===== src/rtl/csa_add_sequencer.sv =====
// rtl/csa_add_sequencer.sv - nibble-serial add/subtract sequencer on one 4-bit carry-select slice
// Operands are latched on accept and consumed LSB nibble first; a registered carry links the nibbles.

module carryselectadder (
    input  logic [3:0] a,
    input  logic [3:0] b,
    input  logic       cin,
    output logic [3:0] S,
    output logic       co
);
    logic [2:0] lo;
    logic [2:0] hi0;
    logic [2:0] hi1;

    // Upper pair is precomputed for both carries; the low pair's carry selects.
    always_comb begin
        lo  = {1'b0, a[1:0]} + {1'b0, b[1:0]} + {2'b00, cin};
        hi0 = {1'b0, a[3:2]} + {1'b0, b[3:2]};
        hi1 = {1'b0, a[3:2]} + {1'b0, b[3:2]} + 3'd1;
        S   = {(lo[2] ? hi1[1:0] : hi0[1:0]), lo[1:0]};
        co  = lo[2] ? hi1[2] : hi0[2];
    end
endmodule

module csa_add_sequencer #(
    parameter int WIDTH = 16
) (
    input  logic             clk,
    input  logic             rst,
    input  logic             in_valid,
    output logic             in_ready,
    input  logic [WIDTH-1:0] a,
    input  logic [WIDTH-1:0] b,
    input  logic             cin,
    input  logic             op_sub,
    output logic             out_valid,
    input  logic             out_ready,
    output logic [WIDTH-1:0] sum,
    output logic             cout,
    output logic             ovf,
    output logic             busy
);
    localparam int NIB = WIDTH / 4;
    localparam int IW  = (NIB > 1) ? $clog2(NIB) : 1;

    localparam logic [1:0] IDLE = 2'd0;
    localparam logic [1:0] RUN  = 2'd1;
    localparam logic [1:0] DONE = 2'd2;

    logic [1:0]       state;
    logic [WIDTH-1:0] opa;
    logic [WIDTH-1:0] opb;
    logic             carry;
    logic [IW-1:0]    idx;

    logic [3:0] nib_a;
    logic [3:0] nib_b;
    logic [3:0] slice_s;
    logic       slice_co;
    logic       last_nib;

    always_comb begin
        nib_a    = opa[4*idx +: 4];
        nib_b    = opb[4*idx +: 4];
        last_nib = (idx == IW'(NIB - 1));
    end

    carryselectadder u_slice (
        .a   (nib_a),
        .b   (nib_b),
        .cin (carry),
        .S   (slice_s),
        .co  (slice_co)
    );

    always_ff @(posedge clk) begin
        if (rst) begin
            state <= IDLE;
            opa   <= '0;
            opb   <= '0;
            carry <= 1'b0;
            idx   <= '0;
            sum   <= '0;
            cout  <= 1'b0;
            ovf   <= 1'b0;
        end else begin
            case (state)
                IDLE: begin
                    if (in_valid) begin
                        opa   <= a;
                        opb   <= op_sub ? ~b : b;
                        carry <= op_sub ? 1'b1 : cin;
                        idx   <= '0;
                        state <= RUN;
                    end
                end
                RUN: begin
                    sum[4*idx +: 4] <= slice_s;
                    carry           <= slice_co;
                    idx             <= idx + 1'b1;
                    if (last_nib) begin
                        cout  <= slice_co;
                        // opb is already inverted for subtract, so one rule covers both ops.
                        ovf   <= (opa[WIDTH-1] == opb[WIDTH-1]) && (slice_s[3] != opa[WIDTH-1]);
                        state <= DONE;
                    end
                end
                DONE: begin
                    if (out_ready) begin
                        state <= IDLE;
                    end
                end
                default: state <= IDLE;
            endcase
        end
    end

    always_comb begin
        in_ready  = (state == IDLE);
        out_valid = (state == DONE);
        busy      = (state != IDLE);
    end
endmodule


===== config.mk =====
export PLATFORM = sky130hd
export DESIGN_NAME = csa_add_sequencer
export DESIGN_NICKNAME = d
export VERILOG_FILES = /design/src/rtl/csa_add_sequencer.sv
export SDC_FILE = /design/constraint.sdc
export NUM_CORES = 1
export LEC_CHECK = 0
export CAP_MARGIN = 40
export CORE_MARGIN = 2
export CORE_UTILIZATION = 56
export CTS_BUF_LIST = sky130_fd_sc_hd__clkbuf_8
export DETAILED_ROUTE_END_ITERATION = 8
export MAX_ROUTING_LAYER = met4
export PLACE_DENSITY = 0.88
export SLEW_MARGIN = 20
export SYNTH_ARGS = -nofsm -noshare
export SYNTH_HDL_FRONTEND = slang
export SYNTH_SLANG_ARGS = --single-unit

===== constraint.sdc =====
create_clock -name clk -period 8.37 [get_ports clk]
set_input_delay 0.837 -clock clk [delete_from_list [all_inputs] [get_ports clk]]
set_output_delay 0.837 -clock clk [all_outputs]
set_load 0.05 [all_outputs]

==> flow_summary.ini, run 1 <==
[layout]
nets = 384
syn_to_final_growth_pct = 26.53
fin_util_pct = 75.03
final_cell_mix = clkdlybuf4s50_1, dfxtp_1, nand2_1
fillers = 316
regArea_um2 = 1101
final_common_cell = clkdlybuf4s50_1
final_cell_count_no_fill = 388
drive_gt1_share_pct = 9.226
final_area_um2 = 3312
multi_input_area_um2 = 1383
diodes = 0

[clock_network]
cts-root-buf = clkbuf_8
cts_buffers = 5
path_clk_slew_ns = 0.09
htree_levels = 2
clock_path_buffers = 2
cts_hold_buffers = 0
post_cts_resized = 0
cts_tree = built
cts_setup_buffers = 0
cts.sinks = 55
clkLatencyLatePin_ns = 0.30

[timing]
tns_ns = 0
fin_ws_ns = 5.393
timing.hold.ws_ns = 0.4583
fin_worst_skew_ns = 0.005182
slew_headroom_pct = 54.31
min_period_over_period_pct = 35.57
finalSetupViolCount = 0
maxSlewViolCount = 0
fmax_mhz = 335.9
rsz0062_at_grt = false
period_minus_slack_ns = 2.977
tightest_slew_ns = 0.6839
hold_violations = 0

[placement]
io_buffers = 58
gp_congestion = 0.8777
dp_hpwl_mm = 3.988
placed_cells = 378
pre_cts_ws_ns = 5.185
place_area_um2 = 3201

[synthesis]
synth_edf_count = 0
async_flop_share_pct = 0
synth-seq-area-share_pct = 42.07
syn_avg_cell_area_um2 = 9.217
synth_cells = 284
ys_ff_latch = 55
syn_area_um2 = 2618
yosysUniqueCellTypes = 35
synth_nets = 333
yosysWarnings = 0
synth_ff_type = dfxtp_1

[die]
die-area_um2 = 5237
die_x_um = 72.37
die_h_um = 72.37
rows = 24
core_um2 = 4414
start_util_pct = 59.30
io_pins = 59

[setup_path]
crit_slowest_cell = dfxtp_1
cpPeakStageDelay_ns = 0.51
cp_cell_sequence = buf_8 -> mux4_2 -> ha_1 -> inv_1 -> fa_1 -> inv_1 -> ha_1 -> nor2_1 -> a21o_1 -> and3_1 -> o31a_1
r2r_cells = 11
timing_worst_setup_path_type = flip-flop to flip-flop
required_ns = 8.57
crit_path_start_kind = flip-flop
r2r_slack_ns = 5.39
worstPathMaxFanout = 10
arrival_ns = 3.17
timing.critical_path.to_type = flip-flop

[min_path]
holdCritPathClass = flip-flop to flip-flop
worstHoldPathCells = 2

[drt]
drc = 0
num_vias = 2118
drtAntennaViolNets = 0
drt-total-wl_mm = 5.522
routedWlPerCell_um = 14.23
first_pass_iters = 4
drt_iter0_markers = 154
viasPerCell = 5.459

[grt]
gr-total-overflow = 0
antenna_found_initial = 0
grt.total_usage_pct = 23.09
first_global_vias = 2034
grt_pass1_wl_mm = 9.197
grt_max_degree = 41

[power]
finalPower_mw = 0.5520
powerDensity_nw_per_um2 = 166.7
ir_drop_mv = 0.09475
p_leak_nw = 1.213

[outcome]
status = complete, no violations

[flow_run]
timing.max_cap.violations = 0
[report_power, final]
group	switching [mW]	internal, mW	total (mW)	leakage [nW]
clock network	0.0818	0.0574	0.139	0.0453
logic	0.0647	0.0601	0.125	0.718
registers	0.0115	0.276	0.288	0.450
[worst paths after layout]
check | startpoint | to
hold reg to reg | sum[4] | sum[4]
setup / recovery | idx[0] | ovf
hold / removal | sum[4] | sum[4]
setup reg to reg | idx[0] | ovf
[per-layer routing]
layer	global-route usage, %	wire length, um
met5	-	0
met4	6.499	72
met3	4.167	183
met2	40.27	2916
met1	27.26	2350
[logic make-up (layout without fill, tap and decap cells)]
logic type | count (synthesis) | after routing | share of synthesized area (%)
buf+inv | 31 | 83 | 5.354
compound gates | 59 | 59 | 15.11
mux | 8 | 8 | 6.883
simple gates | 102 | 102 | 18.45
xor+xnor | 18 | 18 | 6.023
flops | 55 | 55 | 42.07
fa+ha+maj | 11 | 11 | 6.119
[sequential cells by signal (all words and copies together), names as in the netlist]
register and count:
opb 16, state 2, cout 1, opa 16, idx 2, sum 16
carry 1, ovf 1
[synth_stat cells (2+ instances only)]
cell type	number	area (um2)
a22oi_1	8	60.06
a21oi_1	26	130.1
a2bb2oi_1	5	43.79
buf_4	4	30.03
nand4_1	2	12.51
a211oi_1	15	112.6
nor3_1	3	15.01
dfxtp_1	55	1101
nor2b_1	3	18.77
nor2_1	37	138.9
clkbuf_1	7	26.28
nand3_1	3	15.01
buf_2	6	30.03
mux4_2	8	180.2
nand2_1	43	161.4
xnor2_1	18	157.7
nand2b_4	2	27.53
ha_1	8	100.1
fa_1	3	60.06
inv_1	13	48.80
[worst max-delay path: cells and delay by family, from the launching register on]
kind,cells,cell delay [ns]
adders and majority gates,3,0.78
DFF,1,0.51
muxes,1,0.51
AOI/OAI and AO/OA,2,0.46
buffers and inverters,3,0.35
and+or+nand+nor,2,0.24
[area by class of cell]
class / instances / share of cell area (%)
Multi-Input combinational cell: 198 / 41.75
Sequential cell: 55 / 33.25
Timing Repair Buffer: 62 / 19.00
Clock buffer: 5 / 2.078
Tap cell: 52 / 1.964
Inverter: 13 / 1.473
Clock inverter: 3 / 0.4911
(Power assumes the default switching activity.)
==> run 2, diff against run 1 <==
Settings changed: CORE_UTILIZATION 56 to 47, PLACE_DENSITY 0.88 to 0.78.
Clock period 8.37 ns to 2.5 ns, I/O delays scaled along.
==> run 2 against run 1 <==
The run now ends with setup timing left. Non-clock buffer count rose by 13. Combinational power rose to 3.8 times the previous value. Cell area rose by 4.9%. Critical path type unchanged. Critical endpoint unchanged. Largest cell class unchanged.
==> flow_summary.ini, run 2 (same netlist as run 1, synthesis figures left out) <==
[setup_path]
worstPathMaxFanout = 6
r2r_cells = 10
crit_path_start_kind = flip-flop
crit_slowest_cell = mux4_2
timing.critical_path.to_type = flip-flop
cpPeakStageDelay_ns = 0.54
required_ns = 2.70
arrival_ns = 2.78
cp_cell_sequence = mux4_2 -> ha_4 -> inv_2 -> fa_1 -> inv_2 -> ha_4 -> nor2_2 -> a21o_1 -> and3_1 -> o31a_1
timing_worst_setup_path_type = flip-flop to flip-flop

[clock_network]
clkLatencyLatePin_ns = 0.31
cts.sinks = 55
cts_buffers = 5
htree_levels = 2
cts_tree = built
clock_path_buffers = 2
cts_hold_buffers = 0
cts-root-buf = clkbuf_8
path_clk_slew_ns = 0.10

[layout]
reg.largest.list = opa (16), opb (16), sum (16)
diodes = 0
final_common_cell = clkdlybuf4s50_1
syn_to_final_growth_pct = 32.74
nets = 397
final_cell_mix = clkdlybuf4s50_1, dfxtp_1, nand2_1
drive_gt1_share_pct = 15.19

[drt]
routedWlPerCell_um = 12.77
first_pass_iters = 4
drt-total-wl_mm = 5.378
drtAntennaViolNets = 0
num_vias = 2153
drt_iter0_markers = 92
viasPerCell = 5.114
drc = 0

[grt]
first_global_vias = 2016
grt_pass1_wl_mm = 8.838
gr-total-overflow = 0
grt.total_usage_pct = 18.54
grt_max_degree = 51
antenna_found_initial = 0

[power]
p_sw_mw = 0.5451
p_leak_nw = 1.288
power_frac_comb_pct = 24.7
powerDensity_nw_per_um2 = 547.3
switching_share_pct = 28.66
pwr-share-seq_pct = 50.5
ir_drop_mv = 0.2930
p_int_mw = 1.357
clkPwrFrac_pct = 24.8

[timing]
tightest_slew_ns = 0.6835
min_period_over_period_pct = 103.2
fin_ws_ns = -0.08084
finalSetupViolCount = 2
hold_violations = 0
fmax_mhz = 387.5
maxSlewViolCount = 0
fin_worst_skew_ns = 0.009663
tns_ns = -0.1001
period_minus_slack_ns = 2.581
rsz0062_at_grt = true
slew_headroom_pct = 54.34

[die]
rows = 27
die_h_um = 78.63
core_um2 = 5439
start_util_pct = 48.13
die_x_um = 78.63
io_pins = 59
die-area_um2 = 6182

[min_path]
holdCritPathClass = primary input to flip-flop
worstHoldPathCells = 2

[placement]
gp_congestion = 0.8764
io_buffers = 58
dp_hpwl_mm = 4.026
pre_cts_ws_ns = -0.04913

[outcome]
violations = setup timing
status = finished with violations

[flow_run]
timing.max_cap.violations = 0
## run 2: cell count changes in the layout (fill, tap and decap cells not counted), sizes merged
cell,delta
clkinvlp,-1
clkinv,+1
buf,+13
## run 2: layer usage
| metal | global-route usage [%] | vias up | wire length (um) |
|---|---|---|---|
| met5 | - | - | 0 |
| met4 | 5.614 | 0 | 77 |
| met3 | 4.483 | 11 | 199 |
| met2 | 32.56 | 44 | 2732 |
| met1 | 20.86 | 1002 | 2368 |
| li1 | - | 1096 | - |
## run 2: critical path: cells and delay by family (launching register included)
family                     cells  cell delay, ns
AOI/OAI and AO/OA              2            0.46
buffers and inverters          2            0.14
DFF                            1            0.40
and+or+nand+nor                2            0.19
adders and majority gates      3            0.73
muxes                          1            0.54
## run 2: worst paths after layout
kind                            startpoint     end  slack, ns
worst max-delay path                idx[0]     ovf      -0.08
worst min-delay path                   rst  sum[0]       0.42
worst min register to register      sum[6]  sum[6]       0.46
worst max register to register      idx[0]     ovf      -0.08
## run 2: cell type report
class | count | area (um2)
inverters | 13 | 48.80
flip-flops and latches | 55 | 1105
repair buffers | 75 | 719.4
clock inverters | 3 | 17.52
multi-input cells | 198 | 1425
fillers | 459 | 1964
well taps | 72 | 90.09
clock buffers | 5 | 68.82
## run 2: power groups by stage
stage / Sequential [mW] / Combinational [mW] / Clock, mW
CTS: 0.960 / 0.449 / 0.480
global placement: 0.981 / 0.430 / 0
floorplan: 0.984 / 0.279 / 0
finish: 0.961 / 0.469 / 0.472
global route: 0.966 / 0.511 / 0.512
detailed placement: 0.981 / 0.441 / 0
## run 2: what timing repair did
item	4_1_cts	5_1_grt
buffers inserted	2	0
endpoints found under the setup margin	3	9
resized for setup	1	7
gates cloned	0	0
pin swaps	2	3
## run 2: stage by stage
stage | utilization [%] | cell area, um2 | std cells | power (mW) | hold slack [ns]
floorplan | - | 2635 | 284 | 1.263 | 0.3860
global placement | 61.21 | 3329 | 411 | 1.411 | 0.4411
detailed placement | 61.21 | 3329 | 411 | 1.422 | 0.4470
CTS | 63.15 | 3435 | 421 | 1.889 | 0.4296
global route | 63.88 | 3475 | 421 | 1.989 | 0.4508
finish | 63.88 | 3475 | 421 | 1.902 | 0.4250
==> RTL edit (config.mk and constraints of run 2) <==
Set the parameter `WIDTH` to 8 (it was 16).
--- a/src/rtl/csa_add_sequencer.sv
+++ b/src/rtl/csa_add_sequencer.sv
@@ -25,3 +25,3 @@
 module csa_add_sequencer #(
-    parameter int WIDTH = 16
+    parameter int WIDTH = 8
 ) (
Interface: changed (resized a, b and sum); port bits go from 59 to 35. The function was not compared with the original's and may differ.
==> RTL edit against run 2 <==
Sequential cell count is 25 lower; area after synthesis shrank 44%; total power is 34% lower; largest cell class unchanged; largest power group unchanged; sequential share of layout area is 1.1 points lower; utilization is 1.7 points higher; wire length shrank 43%; cell area fell by 43%; worst setup slack gained 0.16 ns.
==> RTL edit: results (changes against run 2) <==
CP max FO: 4 (was 6)
mux contribution to synthesized area: 7.84% (was 6.88%)
Final WS setup: 0.0752 ns (was -0.0808 ns)
DP Wirelength: 2250 um (was 4030 um)
first-pass GRT wire length: 4780 um (was 8840 um)
buffering overhead: 20.7% (about the same)
Net Count, Synth: 186 (was 333)
clock latency on the worst-skew pair: 0.28 ns (was 0.31 ns)
fraction of area in multi-input gates: 40.9% (was 41.0%)
Non-CTS inverters: 5 (was 13)
Commonest cells post-synth: 30 x dfxtp_1, 28 x nand2_1, 20 x nor2_1 (was 55 x dfxtp_1, 43 x nand2_1, 37 x nor2_1)
Root Driver: clkbuf_8 (unchanged)
Least-Margin Pin Slew: 0.502 ns (was 0.684 ns)
vias in the first global route: 1,167 (was 2,016)
r2r setup slk: 0.08 ns (was -0.08 ns)
Slowest Stage Delay on Critical Path: 0.43 ns (was 0.54 ns)
Cell Area, Placed: 1840 sq um (was 3330 sq um)
CTS resizes: 0 (was 1)
Nets: 226 (was 397)
# clk buffers: 6 (was 5)
Place WS: 0.0159 ns (was -0.0491 ns)
Port Buffer Count: 34 (was 58)
gpl congestion: 0.750 (was 0.876)
GRT Util Overall: 19.2% (was 18.5%)
CTS sink cnt: 30 (was 55)
DRT iter0 DRCs: 17 (was 92)
xor-xnor portion of the synthesized cell area: 5.97% (was 6.02%)
largest net degree at the start of global routing: 26 (was 51)
fillcell total: 265 (was 459)
multi-input gates: 115 (was 198)
postcts setup bufs: 0 (was 2)
arrival time worst endpoint: 2.62 ns (was 2.78 ns)
Hold WC Path Type: reg2reg (was in2reg)
post-synthesis sequential area ratio: 40.9% (was 42.1%)
Tapcell Cnt: 33 (was 72)
Largest regs: opa (8), opb (8), sum (8) (was opa (16), opb (16), sum (16))
reg-to-reg critical path startpoint: idx$_SDFFE_PP0P_ (was idx[0]$_SDFFE_PP0P_)
leakage power: 0.726 nW (was 1.29 nW)
WL/cell: 13.2 um (was 12.8 um)
min-delay src: cout$_SDFFE_PP0P_ (was rst)
proportion of layout cells with a drive suffix above 1: 18.5% (was 15.2%)
Reg clk slew, reported paths: 0.06 ns (was 0.10 ns)
Max stage delay cell, worst path: fa_1 (was mux4_2)
Synth area leaders: dfxtp_1 41%, a211oi_2 7.7%, nand2_1 7.2% (was dfxtp_1 42%, mux4_2 6.9%, nand2_1 6.2%)
reg-to-reg endpoint: ovf$_SDFFE_PP0P_ (unchanged)
drt total wl: 3080 um (was 5380 um)
Hold Path End: cout$_SDFFE_PP0P_ (was sum[0]$_SDFFE_PP0P_)
outcome: complete, no violations (was finished with violations)
Syn Inst Count: 159 (was 284)
fraction of area in registers: 30.7% (was 31.8%)
via density per instance: 5.12 (was 5.11)
Compound-Gate Fraction of Synth Area: 16.3% (was 15.1%)
Final Skew: 0.00799 ns (was 0.00966 ns)
nonclk buf count: 42 (was 75)
pwr dens: 638 nW/um^2 (was 547 nW/um^2)
Yosys cell types: 26 (was 35)
## RTL edit: cell types whose count changed in the layout (fill, tap and decap cells not counted), sizes merged, moves of 10 or more
cell           before  now
a21oi              27   17
buf                18    8
clkdlybuf4s50      57   34
dfxtp              55   30
nand2              44   28
nor2               37   22
## RTL edit: metrics by stage
stage / power (W) / hold WS [ns]
after floorplan: 0.000762 / 0.386
after global placement: 0.000848 / 0.444
after detailed placement: 0.000862 / 0.449
after CTS: 0.00125 / 0.458
after global routing: 0.00132 / 0.486
final: 0.00126 / 0.453
## RTL edit: per-layer routing
layer	part of all wire, %	track usage (%)	up-vias
li1	-	-	606
met1	43	19.4	560
met2	52	33.7	24
met3	4.1	6.49	4
met4	0.75	7.94	0
met5	0	-	-
## RTL edit: power by group
part / switching, W / internal (W) / leakage [nW]
Sequential: 0.0000250 / 0.000514 / 0.247
Combinational: 0.000178 / 0.000153 / 0.427
Clock: 0.000169 / 0.000217 / 0.0524
